$ cat src/rtl/conv_pkg.sv
`default_nettype none
// +--------------------------------------------------------------------------+
// | conv_pkg                                                                  |
// | Shared FSM encoding, accumulator sizing and result mapping for conv IP.   |
// | Result mapping honours CONV_SATURATE_EN (saturate) or wraps modulo.       |
// | Revision: 1.0                                                             |
// +--------------------------------------------------------------------------+
package conv_pkg;

    typedef logic [2:0] conv_state_t;

    localparam conv_state_t ST_IDLE  = 3'd0;
    localparam conv_state_t ST_SETUP = 3'd1;
    localparam conv_state_t ST_READ  = 3'd2;
    localparam conv_state_t ST_DRAIN = 3'd3;
    localparam conv_state_t ST_WRITE = 3'd4;
    localparam conv_state_t ST_DONE  = 3'd5;

    // Wide enough to hold 2**aw full-scale products without overflow.
    function automatic int unsigned conv_acc_width(input int unsigned dw,
                                                   input int unsigned aw);
        return 2 * dw + aw + 1;
    endfunction

    // Maps an accumulator (zero-extended to 64 bits) onto a zw-bit word, zw < 64.
    function automatic logic [63:0] conv_map_result(input logic [63:0] acc,
                                                    input int unsigned zw);
        logic [63:0] mask;
        mask = (64'd1 << zw) - 64'd1;
`ifdef CONV_SATURATE_EN
        if ((acc & ~mask) != 64'd0) begin
            return mask;
        end
        return acc;
`else
        return acc & mask;
`endif
    endfunction

endpackage
`default_nettype wire

$ cat src/rtl/conv_engine_if.sv
`default_nettype none
// +--------------------------------------------------------------------------+
// | conv_engine_if                                                            |
// | Operand read ports (memX/memY) and result write port (memZ) bundle.       |
// | Revision: 1.0                                                             |
// +--------------------------------------------------------------------------+
interface conv_engine_if #(
    parameter int unsigned DATA_WIDTH  = 8,
    parameter int unsigned ADDR_WIDTH  = 5,
    parameter int unsigned ZDATA_WIDTH = 16
);
    logic [ADDR_WIDTH-1:0]  memX_addr;
    logic [DATA_WIDTH-1:0]  memX_data;
    logic [ADDR_WIDTH-1:0]  memY_addr;
    logic [DATA_WIDTH-1:0]  memY_data;
    logic                   memZ_we;
    logic [ADDR_WIDTH:0]    memZ_addr;
    logic [ZDATA_WIDTH-1:0] memZ_data;

    modport master (
        output memX_addr, memY_addr, memZ_we, memZ_addr, memZ_data,
        input  memX_data, memY_data
    );

    modport slave (
        input  memX_addr, memY_addr, memZ_we, memZ_addr, memZ_data,
        output memX_data, memY_data
    );
endinterface
`default_nettype wire

$ cat src/rtl/conv_mac.sv
`default_nettype none
// +--------------------------------------------------------------------------+
// | conv_mac                                                                  |
// | Registered unsigned multiply-accumulate with synchronous clear/enable.    |
// | Revision: 1.0                                                             |
// +--------------------------------------------------------------------------+
module conv_mac #(
    parameter int unsigned DATA_WIDTH = 8,
    parameter int unsigned ACC_WIDTH  = 22
) (
    input  wire logic                  clk,
    input  wire logic                  rst_n,
    input  wire logic                  clr_i,
    input  wire logic                  en_i,
    input  wire logic [DATA_WIDTH-1:0] a_i,
    input  wire logic [DATA_WIDTH-1:0] b_i,
    output logic      [ACC_WIDTH-1:0]  acc_o
);
    logic [2*DATA_WIDTH-1:0] prod_w;
    logic [ACC_WIDTH-1:0]    acc_q;

    assign prod_w = {{DATA_WIDTH{1'b0}}, a_i} * {{DATA_WIDTH{1'b0}}, b_i};
    assign acc_o  = acc_q;

    // Clear wins over enable so a new output index always starts from zero.
    always_ff @(posedge clk or negedge rst_n) begin
        if (!rst_n) begin
            acc_q <= '0;
        end else if (clr_i) begin
            acc_q <= '0;
        end else if (en_i) begin
            acc_q <= acc_q + ACC_WIDTH'(prod_w);
        end
    end
endmodule
`default_nettype wire

$ cat src/rtl/conv_engine.sv
`default_nettype none
// +--------------------------------------------------------------------------+
// | conv_engine                                                               |
// | Sequences memX/memY reads, MACs and memZ writes for Z = X (*) Y.          |
// | Result width mapping selected by CONV_SATURATE_EN (see conv_pkg).         |
// | Revision: 1.0                                                             |
// +--------------------------------------------------------------------------+
module conv_engine
    import conv_pkg::*;
#(
    parameter int unsigned DATA_WIDTH  = 8,
    parameter int unsigned ADDR_WIDTH  = 5,
    parameter int unsigned ZDATA_WIDTH = 16
) (
    input  wire logic                clk,
    input  wire logic                rst_n,
    input  wire logic                start_i,
    input  wire logic [ADDR_WIDTH:0] sizeX_i,
    input  wire logic [ADDR_WIDTH:0] sizeY_i,
    conv_engine_if.master            mem,
    output logic                     busy_o,
    output logic                     done_o
);
    localparam int unsigned ACC_WIDTH = conv_acc_width(DATA_WIDTH, ADDR_WIDTH);
    localparam int unsigned CW        = ADDR_WIDTH + 1;
    localparam logic [CW-1:0] MAX_LEN = CW'(2 ** ADDR_WIDTH);

    conv_state_t state_q, state_d;
    logic [CW-1:0] n_q, n_d, m_q, m_d, i_q, i_d, j_q, j_d, jhi_q, jhi_d;
    logic          vld_q;
    logic [ADDR_WIDTH-1:0]  xaddr_q, yaddr_q;
    logic [CW-1:0]          zaddr_q;
    logic [ZDATA_WIDTH-1:0] zdata_q;

    logic [CW-1:0]          sx_w, sy_w, ip1_w, jlo_w, jhi_w;
    logic                   last_w;
    logic [ADDR_WIDTH-1:0]  xaddr_w, yaddr_w;
    logic [ACC_WIDTH-1:0]   acc_w;
    logic [ZDATA_WIDTH-1:0] zres_w;

    assign sx_w  = (sizeX_i > MAX_LEN) ? MAX_LEN : sizeX_i;
    assign sy_w  = (sizeY_i > MAX_LEN) ? MAX_LEN : sizeY_i;

    // Window of valid j for output i: max(0, i-N+1) .. min(i, M-1).
    assign ip1_w = i_q + CW'(1);
    assign jlo_w = (ip1_w > n_q) ? (ip1_w - n_q) : '0;
    assign jhi_w = (i_q < m_q) ? i_q : (m_q - CW'(1));
    assign last_w = ({1'b0, i_q} + (CW+1)'(2)) == ({1'b0, n_q} + {1'b0, m_q});

    assign xaddr_w = ADDR_WIDTH'(i_q - j_q);
    assign yaddr_w = ADDR_WIDTH'(j_q);
    assign zres_w  = ZDATA_WIDTH'(conv_map_result(64'(acc_w), ZDATA_WIDTH));

    conv_mac #(
        .DATA_WIDTH (DATA_WIDTH),
        .ACC_WIDTH  (ACC_WIDTH)
    ) u_mac (
        .clk   (clk),
        .rst_n (rst_n),
        .clr_i (state_q == ST_SETUP),
        .en_i  (vld_q),
        .a_i   (mem.memX_data),
        .b_i   (mem.memY_data),
        .acc_o (acc_w)
    );

    always_comb begin
        state_d = state_q;
        n_d     = n_q;
        m_d     = m_q;
        i_d     = i_q;
        j_d     = j_q;
        jhi_d   = jhi_q;
        case (state_q)
            ST_IDLE: begin
                if (start_i) begin
                    n_d     = sx_w;
                    m_d     = sy_w;
                    i_d     = '0;
                    state_d = (sx_w == '0 || sy_w == '0) ? ST_DONE : ST_SETUP;
                end
            end
            ST_SETUP: begin
                j_d     = jlo_w;
                jhi_d   = jhi_w;
                state_d = ST_READ;
            end
            ST_READ: begin
                j_d = j_q + CW'(1);
                if (j_q == jhi_q) begin
                    state_d = ST_DRAIN;
                end
            end
            ST_DRAIN: state_d = ST_WRITE;
            ST_WRITE: begin
                if (last_w) begin
                    state_d = ST_DONE;
                end else begin
                    i_d     = i_q + CW'(1);
                    state_d = ST_SETUP;
                end
            end
            default: state_d = ST_IDLE;
        endcase
    end

    always_ff @(posedge clk or negedge rst_n) begin
        if (!rst_n) begin
            state_q <= ST_IDLE;
            n_q     <= '0;
            m_q     <= '0;
            i_q     <= '0;
            j_q     <= '0;
            jhi_q   <= '0;
            vld_q   <= 1'b0;
            xaddr_q <= '0;
            yaddr_q <= '0;
            zaddr_q <= '0;
            zdata_q <= '0;
        end else begin
            state_q <= state_d;
            n_q     <= n_d;
            m_q     <= m_d;
            i_q     <= i_d;
            j_q     <= j_d;
            jhi_q   <= jhi_d;
            vld_q   <= (state_q == ST_READ);
            if (state_q == ST_READ) begin
                xaddr_q <= xaddr_w;
                yaddr_q <= yaddr_w;
            end
            if (state_q == ST_WRITE) begin
                zaddr_q <= i_q;
                zdata_q <= zres_w;
            end
        end
    end

    // Ports follow the live value in READ/WRITE and hold the last one elsewhere.
    assign mem.memX_addr = (state_q == ST_READ)  ? xaddr_w : xaddr_q;
    assign mem.memY_addr = (state_q == ST_READ)  ? yaddr_w : yaddr_q;
    assign mem.memZ_we   = (state_q == ST_WRITE);
    assign mem.memZ_addr = (state_q == ST_WRITE) ? i_q    : zaddr_q;
    assign mem.memZ_data = (state_q == ST_WRITE) ? zres_w : zdata_q;

    assign busy_o = (state_q == ST_IDLE && start_i) ||
                    (state_q != ST_IDLE && state_q != ST_DONE);
    assign done_o = (state_q == ST_DONE);
endmodule
`default_nettype wire

$ cat src/flat_wrapper.sv
// flat-port wrapper written by rule: the top's interface ports become plain ports
module conv_engine_flat import conv_pkg::*;
#(
    parameter int unsigned DATA_WIDTH  = 8,
    parameter int unsigned ADDR_WIDTH  = 5,
    parameter int unsigned ZDATA_WIDTH = 16
)
  (clk, rst_n, start_i, sizeX_i, sizeY_i, busy_o, done_o, mem_memX_addr, mem_memY_addr, mem_memZ_we, mem_memZ_addr, mem_memZ_data, mem_memX_data, mem_memY_data);
  conv_engine_if #(.DATA_WIDTH(DATA_WIDTH), .ADDR_WIDTH(ADDR_WIDTH), .ZDATA_WIDTH(ZDATA_WIDTH)) mem_i ();
  input  wire logic clk;
  input  wire logic rst_n;
  input  wire logic start_i;
  input  wire logic [ADDR_WIDTH:0] sizeX_i;
  input  wire logic [ADDR_WIDTH:0] sizeY_i;
  output logic busy_o;
  output logic done_o;
  output wire logic [$bits(mem_i.memX_addr)-1:0] mem_memX_addr;
  output wire logic [$bits(mem_i.memY_addr)-1:0] mem_memY_addr;
  output wire logic [$bits(mem_i.memZ_we)-1:0] mem_memZ_we;
  output wire logic [$bits(mem_i.memZ_addr)-1:0] mem_memZ_addr;
  output wire logic [$bits(mem_i.memZ_data)-1:0] mem_memZ_data;
  input wire logic [$bits(mem_i.memX_data)-1:0] mem_memX_data;
  input wire logic [$bits(mem_i.memY_data)-1:0] mem_memY_data;
  assign mem_memX_addr = mem_i.memX_addr;
  assign mem_memY_addr = mem_i.memY_addr;
  assign mem_memZ_we = mem_i.memZ_we;
  assign mem_memZ_addr = mem_i.memZ_addr;
  assign mem_memZ_data = mem_i.memZ_data;
  assign mem_i.memX_data = mem_memX_data;
  assign mem_i.memY_data = mem_memY_data;
  conv_engine #(.DATA_WIDTH(DATA_WIDTH), .ADDR_WIDTH(ADDR_WIDTH), .ZDATA_WIDTH(ZDATA_WIDTH)) u_core (.clk(clk), .rst_n(rst_n), .start_i(start_i), .sizeX_i(sizeX_i), .sizeY_i(sizeY_i), .mem(mem_i), .busy_o(busy_o), .done_o(done_o));
endmodule
$ cat config.mk
export PLATFORM = sky130hd
export DESIGN_NAME = conv_engine_flat
export DESIGN_NICKNAME = d
export VERILOG_FILES = /design/src/rtl/conv_pkg.sv /design/src/rtl/conv_engine_if.sv /design/src/rtl/conv_mac.sv /design/src/rtl/conv_engine.sv /design/src/flat_wrapper.sv
export SDC_FILE = /design/constraint.sdc
export NUM_CORES = 1
export LEC_CHECK = 0
export ABC_CLOCK_PERIOD_IN_PS = 4750
export BUFFER_PORTS_ARGS = -buffer_cell sky130_fd_sc_hd__buf_2
export CORE_ASPECT_RATIO = 0.9
export CORE_MARGIN = 5
export CORE_UTILIZATION = 61
export DETAILED_ROUTE_END_ITERATION = 7
export HOLD_SLACK_MARGIN = 0.12
export PLACE_DENSITY = 0.86
export SETUP_SLACK_MARGIN = 0.4
export SYNTH_ARGS = -nofsm -noshare
export SYNTH_HDL_FRONTEND = slang
export SYNTH_SLANG_ARGS = --single-unit
$ cat constraint.sdc
create_clock -name clk -period 4.75 [get_ports clk]
set_clock_uncertainty 0.15 [all_clocks]
set_input_delay 0.475 -clock clk [delete_from_list [all_inputs] [get_ports clk]]
set_output_delay 0.475 -clock clk [all_outputs]
set_load 0.02 [all_outputs]
==> results.md, run 1 <==
- Unrepaired setup endpoints after global routing: no
- CTS sink count: 82
- CTS H-tree depth: 3
- Die Wd: 124 um
- Async SR Flop Fraction: 100%
- Sequential area share after synthesis: 28.9%
- Worst r2r dst: u_core.u_mac.acc_o[14]
- Minimum clock period: 4.25 ns
- CP Cell Sequence: buf_2 > nand2_1 > fa_1 > inv_1 > fa_1 > inv_1 > fa_1 > fa_1 > inv_1 > ha_4 > a21o_1 > a21oi_1 > nor2b_1 > a41oi_2 > mux2i_1 > o311ai_1
- Switching share of total power: 44.1%
- Worst-Margin Slew: 1.03 ns
- HPWL after detailed placement: 12.2 mm
- Hold_buf cts: 0
- Reg2reg path depth: 15
- Slowest-stage cell, CP: fa_1
- Total design power: 5030 uW
- Distinct cell type count after synthesis: 77
- Vias per cell: 5.67
- Synth Area in Compound Gates: 12.1%
- Total CTS buffers: 9
- Grt ovf: 0
- Fin util: 69.9%
- Status: finished, final reports clean
- Area of the core: 11,400 sq um
- Routed Antenna Nets: 0
- Final Max Tran Viols: 0
- Vias in the first global route: 5,691
- Critical path's largest stage delay: 0.55 ns
- Final nets: 974
- Simple-gate share of the synthesized area: 17.6%
- Resized Gates After CTS: 0
- Startpoint types: primary input
- Family with the most delay on the worst path: adder cells
- IO Pins: 66
- Setup repair bufs after CTS: 0
- Largest net degree at the start of global routing: 83
- DIE AREA: 13,900 sq um
- Slew HR: 31.4%
- Fin crit share: 89.4%
- FMAX: 236 MHz
- First-pass GRT wire length: 27.2 mm
- Critical path arrival: 4.27 ns
- Combinational family with the most area after synthesis: adder cells
- GRT Overall Usage: 24.6%
- Top_reg_cell synth: dfrtp_1
- Synth top area cells: dfrtp_1 29%, fa_1 15%, ha_1 11%
- Layout area overhead: 12.6%
- TritonCTS clock tree: yes
- Max_cap viols: 0
- Share of cells above drive strength 1: 14.4%
- Post-synth top area cell: dfrtp_1
- Synth Area in Adders: 25.5%
- WS Path Type: primary input to flop
- Synth Cell Area: 7100 sq um
- Int Power: 2810 uW
- Seq cells post-synth: 82
- Crit-path most repeated cell: fa_1
- Maximum vdd drop: 610 uV
- Buffer depth of the longest clock path: 2
- R2r setup slk: 0.52 ns
- Final hold vios: 0
- Vias: 5,622
- Diode count: 0
- Worst r2r src: u_core.u_mac.acc_o[7]
- Mapped Cells: 779
- XOR/XNOR Fraction of Synth Area: 4.81%
- Combinational share of power: 67.8%
- Placer Congestion: 0.913
- Drt first pass iters: 5
- Setup TNS: 0 ns
- Die height: 112 um
- Worst Path Max Fanout: 8
- Lkg Pwr: 0.00412 uW
- Share of the synthesized area in the top cell type: 28.9%
- Mux share of post-synthesis cell area: 2.59%
- Filler cells: 839
- Wirelength per Cell: 16.4 um
- DRC viols: 0
- CP Capture Type: flop
- HP Class: primary input to async pin
- Initial Utilization: 62.1%
- Flop pwr share: 17.2%
- Total Wirelength: 16.3 mm
- Clk_lat worst skew: 0.34 ns
- Mean Syn Cell Area: 9.11 sq um
- PD cells: 629 nW/um^2
- Port Buffer Count: 65
- Root buf cell: clkbuf_16
- Sw power: 2220 uW
- # rows: 37
- Post-synth EDFFs: 0
- Crit path required time: 4.78 ns
- Buf/Inv on CP: 4
- Post-Syn Nets: 923
- Initial antenna violation count: 0
- Worst-path clk slew: 0.06 ns
- Clock power frac: 15.0%
- DRT iter0 DRCs: 377
- Final Setup Violations: 0
- Syn. warnings: 0
-- routing by layer --
layer	wire [um]	global-route usage [%]	vias up
met3	953	4.03	19
met1	7250	35.2	2765
li1	-	-	2664
met4	229	5.98	0
met5	0	0	-
met2	7840	39.4	174
-- cells in the final DEF, fill, tap and decap left out, types with 6 or more instances in the layout --
cell / count
inv_1: 121
nand2_1: 116
dfrtp_1: 82
buf_2: 59
fa_1: 53
ha_1: 53
o21ai_1: 45
and2_1: 31
xnor2_1: 24
nor2_1: 21
a21oi_1: 18
nand2b_1: 17
xor2_1: 15
mux2i_1: 15
nand3_1: 9
clkbuf_16: 9
a21o_1: 8
nor3_1: 8
buf_4: 7
nand4_1: 6
o21ai_0: 6
-- stage by stage --
stage / cells / hold slack (ns) / cell area (sq um) / setup WS, ns
after detailed placement: 975 / 0.305 / 7530 / 0.0509
after global placement: 975 / 0.302 / 7530 / 0.156
after CTS: 991 / 0.199 / 7850 / 0.401
after global routing: 991 / 0.241 / 7990 / 0.339
final: 991 / 0.144 / 7990 / 0.504
after floorplan: 779 / 0.0294 / 7150 / 0.407
-- area by class of cell --
| cell class | instances | area, sq um | area share, % |
|---|---|---|---|
| inverters | 123 | 467 | 5.84 |
| flip-flops and latches | 82 | 2050 | 25.7 |
| well taps | 156 | 195 | 2.44 |
| clock inverters | 6 | 90.1 | 1.13 |
| repair buffers | 67 | 355 | 4.45 |
| clock buffers | 10 | 229 | 2.87 |
| multi-input cells | 547 | 4600 | 57.6 |
-- power groups by stage --
stage | combinational, uW | clock [uW] | sequential [uW]
4_1_cts | 2860 | 756 | 862
3_3_place_gp | 2710 | 0 | 870
3_5_place_dp | 2840 | 0 | 874
5_1_grt | 3790 | 786 | 870
2_1_floorplan | 2280 | 0 | 851
6_report | 3410 | 753 | 864
-- registers in the layout, indices dropped and copies added, names as in the netlist --
| signal | flops |
|---|---|
| u_core.i_q | 6 |
| u_core.n_q | 6 |
| u_core.yaddr_q | 5 |
| u_core.u_mac.acc_o | 16 |
| u_core.xaddr_q | 5 |
| u_core.j_q | 6 |
| u_core.jhi_q | 6 |
| u_core.m_q | 6 |
| u_core.zdata_q | 16 |
| u_core.zaddr_q | 6 |
| u_core.state_q | 3 |
| u_core.vld_q | 1 |
-- kinds of logic (layout without fill, tap and decap cells) --
kind of cell	count (synthesis)	in the layout
xor+xnor	39	39
buf+inv	150	206
flops	82	82
mux	18	18
fa+ha+maj	113	113
simple gates	247	247
compound gates	130	130
-- cells in the mapped netlist (4+ instances only) --
master	number
nand2b_1	17
xnor2_1	24
xor2_1	15
nor3_1	8
a21oi_1	20
nand3_1	10
and2_1	32
o21ai_1	47
fa_1	53
clkbuf_1	16
nor2b_1	4
dfrtp_1	82
nor2_1	21
o211ai_1	4
and3_1	4
mux2i_1	15
nand2_1	117
o21bai_1	4
a211oi_1	5
and4_1	5
a32o_2	4
nand4_1	6
o21ai_0	6
a21o_1	8
ha_1	60
inv_1	121
-- worst max path at each step --
stage | startpoint | endpoint | slack, ns | cells past startpoint
6_report | mem_memY_data[7] | u_core.u_mac.acc_o[14] | 0.50 | 16
5_1_grt | u_core.u_mac.acc_o[4] | u_core.u_mac.acc_o[9] | 0.34 | 15
4_1_cts | mem_memX_data[3] | u_core.u_mac.acc_o[13] | 0.40 | 15
3_5_place_dp | mem_memX_data[4] | u_core.u_mac.acc_o[14] | 0.05 | 16
3_3_place_gp | mem_memX_data[4] | u_core.u_mac.acc_o[14] | 0.16 | 16
2_1_floorplan | mem_memX_data[5] | u_core.u_mac.acc_o[13] | 0.41 | 15
(Power assumes the default switching activity.)
==> inputs of run 2 (changes only) <==
- BUFFER_PORTS_ARGS: -buffer_cell sky130_fd_sc_hd__buf_2 -> not set
- CORE_UTILIZATION: 61 -> 25
- DONT_BUFFER_PORTS: not set -> 1
- PLACE_DENSITY: 0.86 -> 0.42
- SLEW_MARGIN: not set -> 0
==> results.md, run 2 (synthesis results as in run 1) <==
- Critical path's largest stage delay: 0.54 ns (was 0.55 ns)
- Diode count: 0 (unchanged)
- Worst Path Max Fanout: 8 (unchanged)
- Final Max Tran Viols: 0 (unchanged)
- Hold path endpoint: u_core.n_q[2]
- Routed Antenna Nets: 0 (unchanged)
- Commonest non-fill, non-tap cell in the layout: inv_1 (unchanged)
- Area of the core: 27,900 sq um (was 11,400 sq um)
- Slew HR: 31.8% (was 31.4%)
- Reg2reg path depth: 15 (unchanged)
- Crit-path most repeated cell: fa_1 (unchanged)
- Worst-Margin Slew: 1.02 ns (was 1.03 ns)
- Pre-CTS WS: 0.238 ns (was 0.0509 ns)
- Total CTS buffers: 9 (unchanged)
- Wirelength per Cell: 15.8 um (was 16.4 um)
- IO Pins: 66 (unchanged)
- DIE AREA: 31,900 sq um (was 13,900 sq um)
- Slowest-stage cell, CP: fa_1 (unchanged)
- GRT Overall Usage: 11.7% (was 24.6%)
- Buffer depth of the longest clock path: 2 (unchanged)
- CTS sink count: 82 (unchanged)
- WHS Path Cells: 2
- R2r setup slk: 0.57 ns (was 0.52 ns)
- Final nets: 922 (was 974)
- Vias: 5,094 (was 5,622)
- WHS: 0.145 ns (was 0.144 ns)
- Worst r2r src: u_core.u_mac.acc_o[7] (unchanged)
- Hold Crit Start: sizeX_i[5]
- HP Class: primary input to flop (was primary input to async pin)
- # rows: 58 (was 37)
- Die Wd: 188 um (was 124 um)
- CP Cell Sequence: and2_1 > fa_1 > fa_1 > fa_1 > inv_1 > fa_1 > inv_1 > ha_4 > a2111oi_0 > o21ai_2 > a41oi_2 > xnor2_1 > nand3_1 > o31ai_1 (was buf_2 > nand2_1 > fa_1 > inv_1 > fa_1 > inv_1 > fa_1 > fa_1 > inv_1 > ha_4 > a21o_1 > a21oi_1 > nor2b_1 > a41oi_2 > mux2i_1 > o311ai_1)
- Fin crit share: 88.3% (was 89.4%)
- Root buf cell: clkbuf_16 (unchanged)
- Filler cells: 2,994 (was 839)
- Crit path required time: 4.85 ns (was 4.78 ns)
- Startpoint types: primary input (unchanged)
- Largest net degree at the start of global routing: 83 (unchanged)
- Clk_lat worst skew: 0.35 ns (was 0.34 ns)
- CP Capture Type: flop (unchanged)
- DRC viols: 0 (unchanged)
- Minimum clock period: 4.19 ns (was 4.25 ns)
- Setup TNS: 0 ns (unchanged)
- Final Setup Violations: 0 (unchanged)
- Share of cells above drive strength 1: 6.13% (was 14.4%)
- Status: finished, final reports clean (unchanged)
- Total Wirelength: 18.1 mm (was 16.3 mm)
- Layout area overhead: 12.5% (was 12.6%)
- Initial Utilization: 25.4% (was 62.1%)
- Die height: 170 um (was 112 um)
- Footprint of the multi-input gates: 4540 sq um (was 4600 sq um)
- Max_cap viols: 0 (unchanged)
- Critical path arrival: 4.29 ns (was 4.27 ns)
- Initial antenna violation count: 1 (was 0)
- Port Buffer Count: 0 (was 65)
- First-pass GRT wire length: 30.0 mm (was 27.2 mm)
- PD cells: 593 nW/um^2 (was 629 nW/um^2)
- Unrepaired setup endpoints after global routing: no (unchanged)
- Vias in the first global route: 5,273 (was 5,691)
- Vias per cell: 4.46 (was 5.67)
- Setup repair bufs after CTS: 0 (unchanged)
- Most frequent cells in the layout: 121 x inv_1, 117 x nand2_1, 82 x dfrtp_1 (was 121 x inv_1, 116 x nand2_1, 82 x dfrtp_1)
- Drt first pass iters: 4 (was 5)
- Seq. cell area: 2050 sq um (unchanged)
- Placer Congestion: 0.758 (was 0.913)
- Maximum vdd drop: 369 uV (was 610 uV)
- WS Path Type: primary input to flop (unchanged)
- CTS H-tree depth: 3 (unchanged)
- Worst-path clk slew: 0.07 ns (was 0.06 ns)
- Grt ovf: 0 (unchanged)
- Worst r2r dst: u_core.u_mac.acc_o[13] (was u_core.u_mac.acc_o[14])
- Fin util: 28.6% (was 69.9%)
- TritonCTS clock tree: yes (unchanged)
- FMAX: 239 MHz (was 236 MHz)
- Lkg Pwr: 0.00390 uW (was 0.00412 uW)
- DRT iter0 DRCs: 244 (was 377)
- HPWL after detailed placement: 14.3 mm (was 12.2 mm)
- Final hold vios: 0 (unchanged)
- Fin worst setup slack: 0.557 ns (was 0.504 ns)
## run 2: cell types whose count changed in the layout (fill, tap and decap cells not counted), moves of 2 or more
| cell | change |
|---|---|
| buf_4 | -5 |
| ha_1 | +3 |
| dlygate4sd3_1 | +12 |
| buf_2 | -59 |
| ha_2 | -2 |
| a2111oi_4 | -2 |
## run 2: final cells by class
type | instances | area share (%)
clock buffer | 10 | 2.99
clock inverter | 6 | 0.893
inverter | 123 | 5.85
multi-input combinational | 547 | 56.9
sequential | 82 | 25.7
tap | 360 | 5.64
timing repair buffer | 15 | 2.04
## run 2: per-stage QoR
stage | area [sq um] | total power (uW) | instances
after floorplan | 7150 | 3130 | 779
after global placement | 7460 | 3760 | 1114
after detailed placement | 7460 | 3750 | 1114
after CTS | 7920 | 4570 | 1143
after global routing | 7980 | 5270 | 1143
final | 7980 | 4730 | 1143
## run 2: where the power goes
part,total (uW),switching [uW],internal (uW)
clock,742,316,427
sequential,859,51.8,808
combinational,3130,1720,1410
## run 2: per-layer routing
layer,wire length (um),track usage [%]
met1,8990,16.6
met2,8240,18.8
met3,612,1.74
met4,263,3.45
met5,0,0
## run 2: worst max path at each step
| stage | cells after the start | slack [ns] | to | startpoint |
|---|---|---|---|---|
| detailed placement | 14 | 0.24 | u_core.u_mac.acc_o[13] | mem_memX_data[1] |
| finish | 14 | 0.56 | u_core.u_mac.acc_o[13] | mem_memX_data[3] |
| global placement | 14 | 0.22 | u_core.u_mac.acc_o[13] | mem_memX_data[1] |
| floorplan | 15 | 0.41 | u_core.u_mac.acc_o[13] | mem_memX_data[5] |
| CTS | 15 | 0.48 | u_core.u_mac.acc_o[13] | u_core.u_mac.acc_o[4] |
| global route | 14 | 0.40 | u_core.u_mac.acc_o[13] | mem_memX_data[3] |
## run 2: repair_timing
item / in CTS / in global routing
endpoints found under the hold margin: 93 / 0
resized for setup: 1 / 9
hold buffers: 13 / 0
pin swaps: 0 / 2
setup endpoints to repair: 1 / 8
gates cloned: 0 / 0
## run 2: critical path, delay by kind of cell
family,cells,cell delay [ns]
compound gates,4,0.92
buf+inv,2,0.11
fa+ha+maj,5,2.39
simple gates,2,0.24
xor+xnor,1,0.14
==> inputs of run 3 (changes only) <==
- PLACE_DENSITY: 0.42 -> not set
==> results.md, run 3 (synthesis results as in run 1) <==
- WHS: 0.138 ns (was 0.145 ns)
- Startpoint types: flop (was primary input)
- Unrepaired setup endpoints after global routing: yes (was no)
- Initial antenna violation count: 0 (was 1)
- Minimum clock period: 4.22 ns (was 4.19 ns)
- Filler cells: 2,977 (was 2,994)
- WS Path Type: flop to flop (was primary input to flop)
- Die height: 170 um (unchanged)
- IO Pins: 66 (unchanged)
- Lkg Pwr: 0.00389 uW (was 0.00390 uW)
- FMAX: 237 MHz (was 239 MHz)
- R2r setup slk: 0.53 ns (was 0.57 ns)
- Fin cells: 1,144 (was 1,143)
- Crit path required time: 4.80 ns (was 4.85 ns)
- Worst r2r src: u_core.u_mac.acc_o[7] (unchanged)
- Wirelength per Cell: 14.7 um (was 15.8 um)
- HP Class: primary input to flop (unchanged)
- Commonest non-fill, non-tap cell in the layout: inv_1 (unchanged)
- Initial Utilization: 25.4% (unchanged)
- Placed cells: 1,113 (was 1,114)
- CTS H-tree depth: 3 (unchanged)
- Total Wirelength: 16.9 mm (was 18.1 mm)
- Worst r2r dst: u_core.u_mac.acc_o[14] (was u_core.u_mac.acc_o[13])
- Status: finished, final reports clean (unchanged)
- Final Setup Violations: 0 (unchanged)
- Diode count: 0 (unchanged)
- Buffer depth of the longest clock path: 2 (unchanged)
- Total design power: 4520 uW (was 4730 uW)
- PD cells: 569 nW/um^2 (was 593 nW/um^2)
- Int Power: 2520 uW (was 2650 uW)
- First-pass GRT wire length: 27.9 mm (was 30.0 mm)
- Vias: 5,099 (was 5,094)
- Clk_lat worst skew: 0.35 ns (about the same)
- Fin crit share: 88.8% (was 88.3%)
- Placer Congestion: 0.835 (was 0.758)
- Port Buffer Count: 0 (unchanged)
- Critical path arrival: 4.27 ns (was 4.29 ns)
- Grt ovf: 0 (unchanged)
- Critical Path Start: u_core.u_mac.acc_o[7] (was mem_memX_data[3])
- Total CTS buffers: 9 (unchanged)
- Setup TNS: 0 ns (unchanged)
- Fin util: 28.4% (was 28.6%)
- Worst Path Max Fanout: 4 (was 8)
- Worst-path clk slew: 0.07 ns (about the same)
- Worst-Margin Slew: 0.941 ns (was 1.02 ns)
- Routed Antenna Nets: 0 (unchanged)
- Area of the core: 27,900 sq um (unchanged)
- Hold Crit Start: sizeY_i[5] (was sizeX_i[5])
- Die Wd: 188 um (unchanged)
- Root buf cell: clkbuf_16 (unchanged)
- HPWL after detailed placement: 13.5 mm (was 14.3 mm)
- Vias per cell: 4.46 (about the same)
- Hold path endpoint: u_core.m_q[4] (was u_core.n_q[2])
- Clock power frac: 15.1% (was 15.7%)
- Most frequent cells in the layout: 121 x inv_1, 117 x nand2_1, 82 x dfrtp_1 (unchanged)
- TritonCTS clock tree: yes (unchanged)
- Reg2reg path depth: 15 (unchanged)
- DRT iter0 DRCs: 189 (was 244)
- Final nets: 923 (was 922)
- Max_cap viols: 0 (unchanged)
- CTS sink count: 82 (unchanged)
- CP Capture Type: flop (unchanged)
- Slew HR: 37.3% (was 31.8%)
- Drt first pass iters: 5 (was 4)
- Final hold vios: 0 (unchanged)
- Vias in the first global route: 5,094 (was 5,273)
- Layout area overhead: 11.9% (was 12.5%)
- Sw power: 2000 uW (was 2090 uW)
- Combinational share of power: 65.9% (was 66.2%)
- Share of cells above drive strength 1: 5.87% (was 6.13%)
- DIE AREA: 31,900 sq um (unchanged)
- Largest net degree at the start of global routing: 83 (unchanged)
- Final Max Tran Viols: 0 (unchanged)
- GRT Overall Usage: 10.8% (was 11.7%)
- WHS Path Cells: 2 (unchanged)
- # rows: 58 (unchanged)
- Switching share of total power: 44.2% (was 44.1%)
- DRC viols: 0 (unchanged)
- Maximum vdd drop: 384 uV (was 369 uV)
- Flop pwr share: 19.0% (was 18.2%)
run 3: how the worst max path moves through the flow:
stage	endpoint	cells past startpoint	slack, ns
2_1_floorplan	u_core.u_mac.acc_o[13]	15	0.41
3_3_place_gp	u_core.u_mac.acc_o[13]	14	0.25
3_5_place_dp	u_core.u_mac.acc_o[13]	14	0.20
4_1_cts	u_core.u_mac.acc_o[13]	15	0.47
5_1_grt	u_core.u_mac.acc_o[14]	15	0.36
6_report	u_core.u_mac.acc_o[14]	15	0.53
run 3: timing repair:
action	CTS	global route
hold buffers	14	0
pin swaps	0	3
setup buffers	0	1
hold endpoints to repair	94	0
resized for setup	1	8
setup endpoints to repair	1	7
run 3: layout make-up:
| class | count | area [sq um] | share of cell area (%) |
|---|---|---|---|
| Clock inverter | 7 | 58.8 | 0.740 |
| Tap cell | 360 | 450 | 5.67 |
| Sequential cell | 82 | 2050 | 25.8 |
| Timing Repair Buffer | 16 | 173 | 2.17 |
| Clock buffer | 9 | 225 | 2.84 |
| Multi-Input combinational cell | 547 | 4520 | 56.9 |
| Inverter | 123 | 467 | 5.87 |
run 3: metal layers:
layer  wire, um  share of wire, %  global-route usage [%]
met5          0                 0                       0
met4        112              0.66                    1.63
met3        769               4.6                    2.71
met2       8200                49                    18.3
met1       7780                46                    14.4
run 3: worst max-delay path, stage by stage, from the launching register on:
cell      delay, ns
dfrtp_1        0.32
inv_1          0.10
fa_1           0.55
inv_1          0.05
fa_1           0.46
fa_1           0.50
inv_1          0.06
fa_1           0.53
inv_1          0.04
ha_2           0.30
o21a_1         0.19
o21ai_1        0.13
nand2b_1       0.11
a41oi_1        0.25
mux2i_1        0.21
o311ai_1       0.11
run 3: stage by stage:
| step | area, sq um | setup WS, ns |
|---|---|---|
| after floorplan | 7150 | 0.407 |
| after global placement | 7450 | 0.254 |
| after detailed placement | 7450 | 0.205 |
| after CTS | 7900 | 0.468 |
| after global routing | 7940 | 0.356 |
| final | 7940 | 0.530 |
run 3: power groups by stage:
stage                     Combinational (uW)  Clock (uW)  Sequential, uW
after global routing                    3410         729             868
after global placement                  2770           0             872
final                                   2980         681             858
after floorplan                         2280           0             851
after CTS                               2870         711             860
after detailed placement                2800           0             874
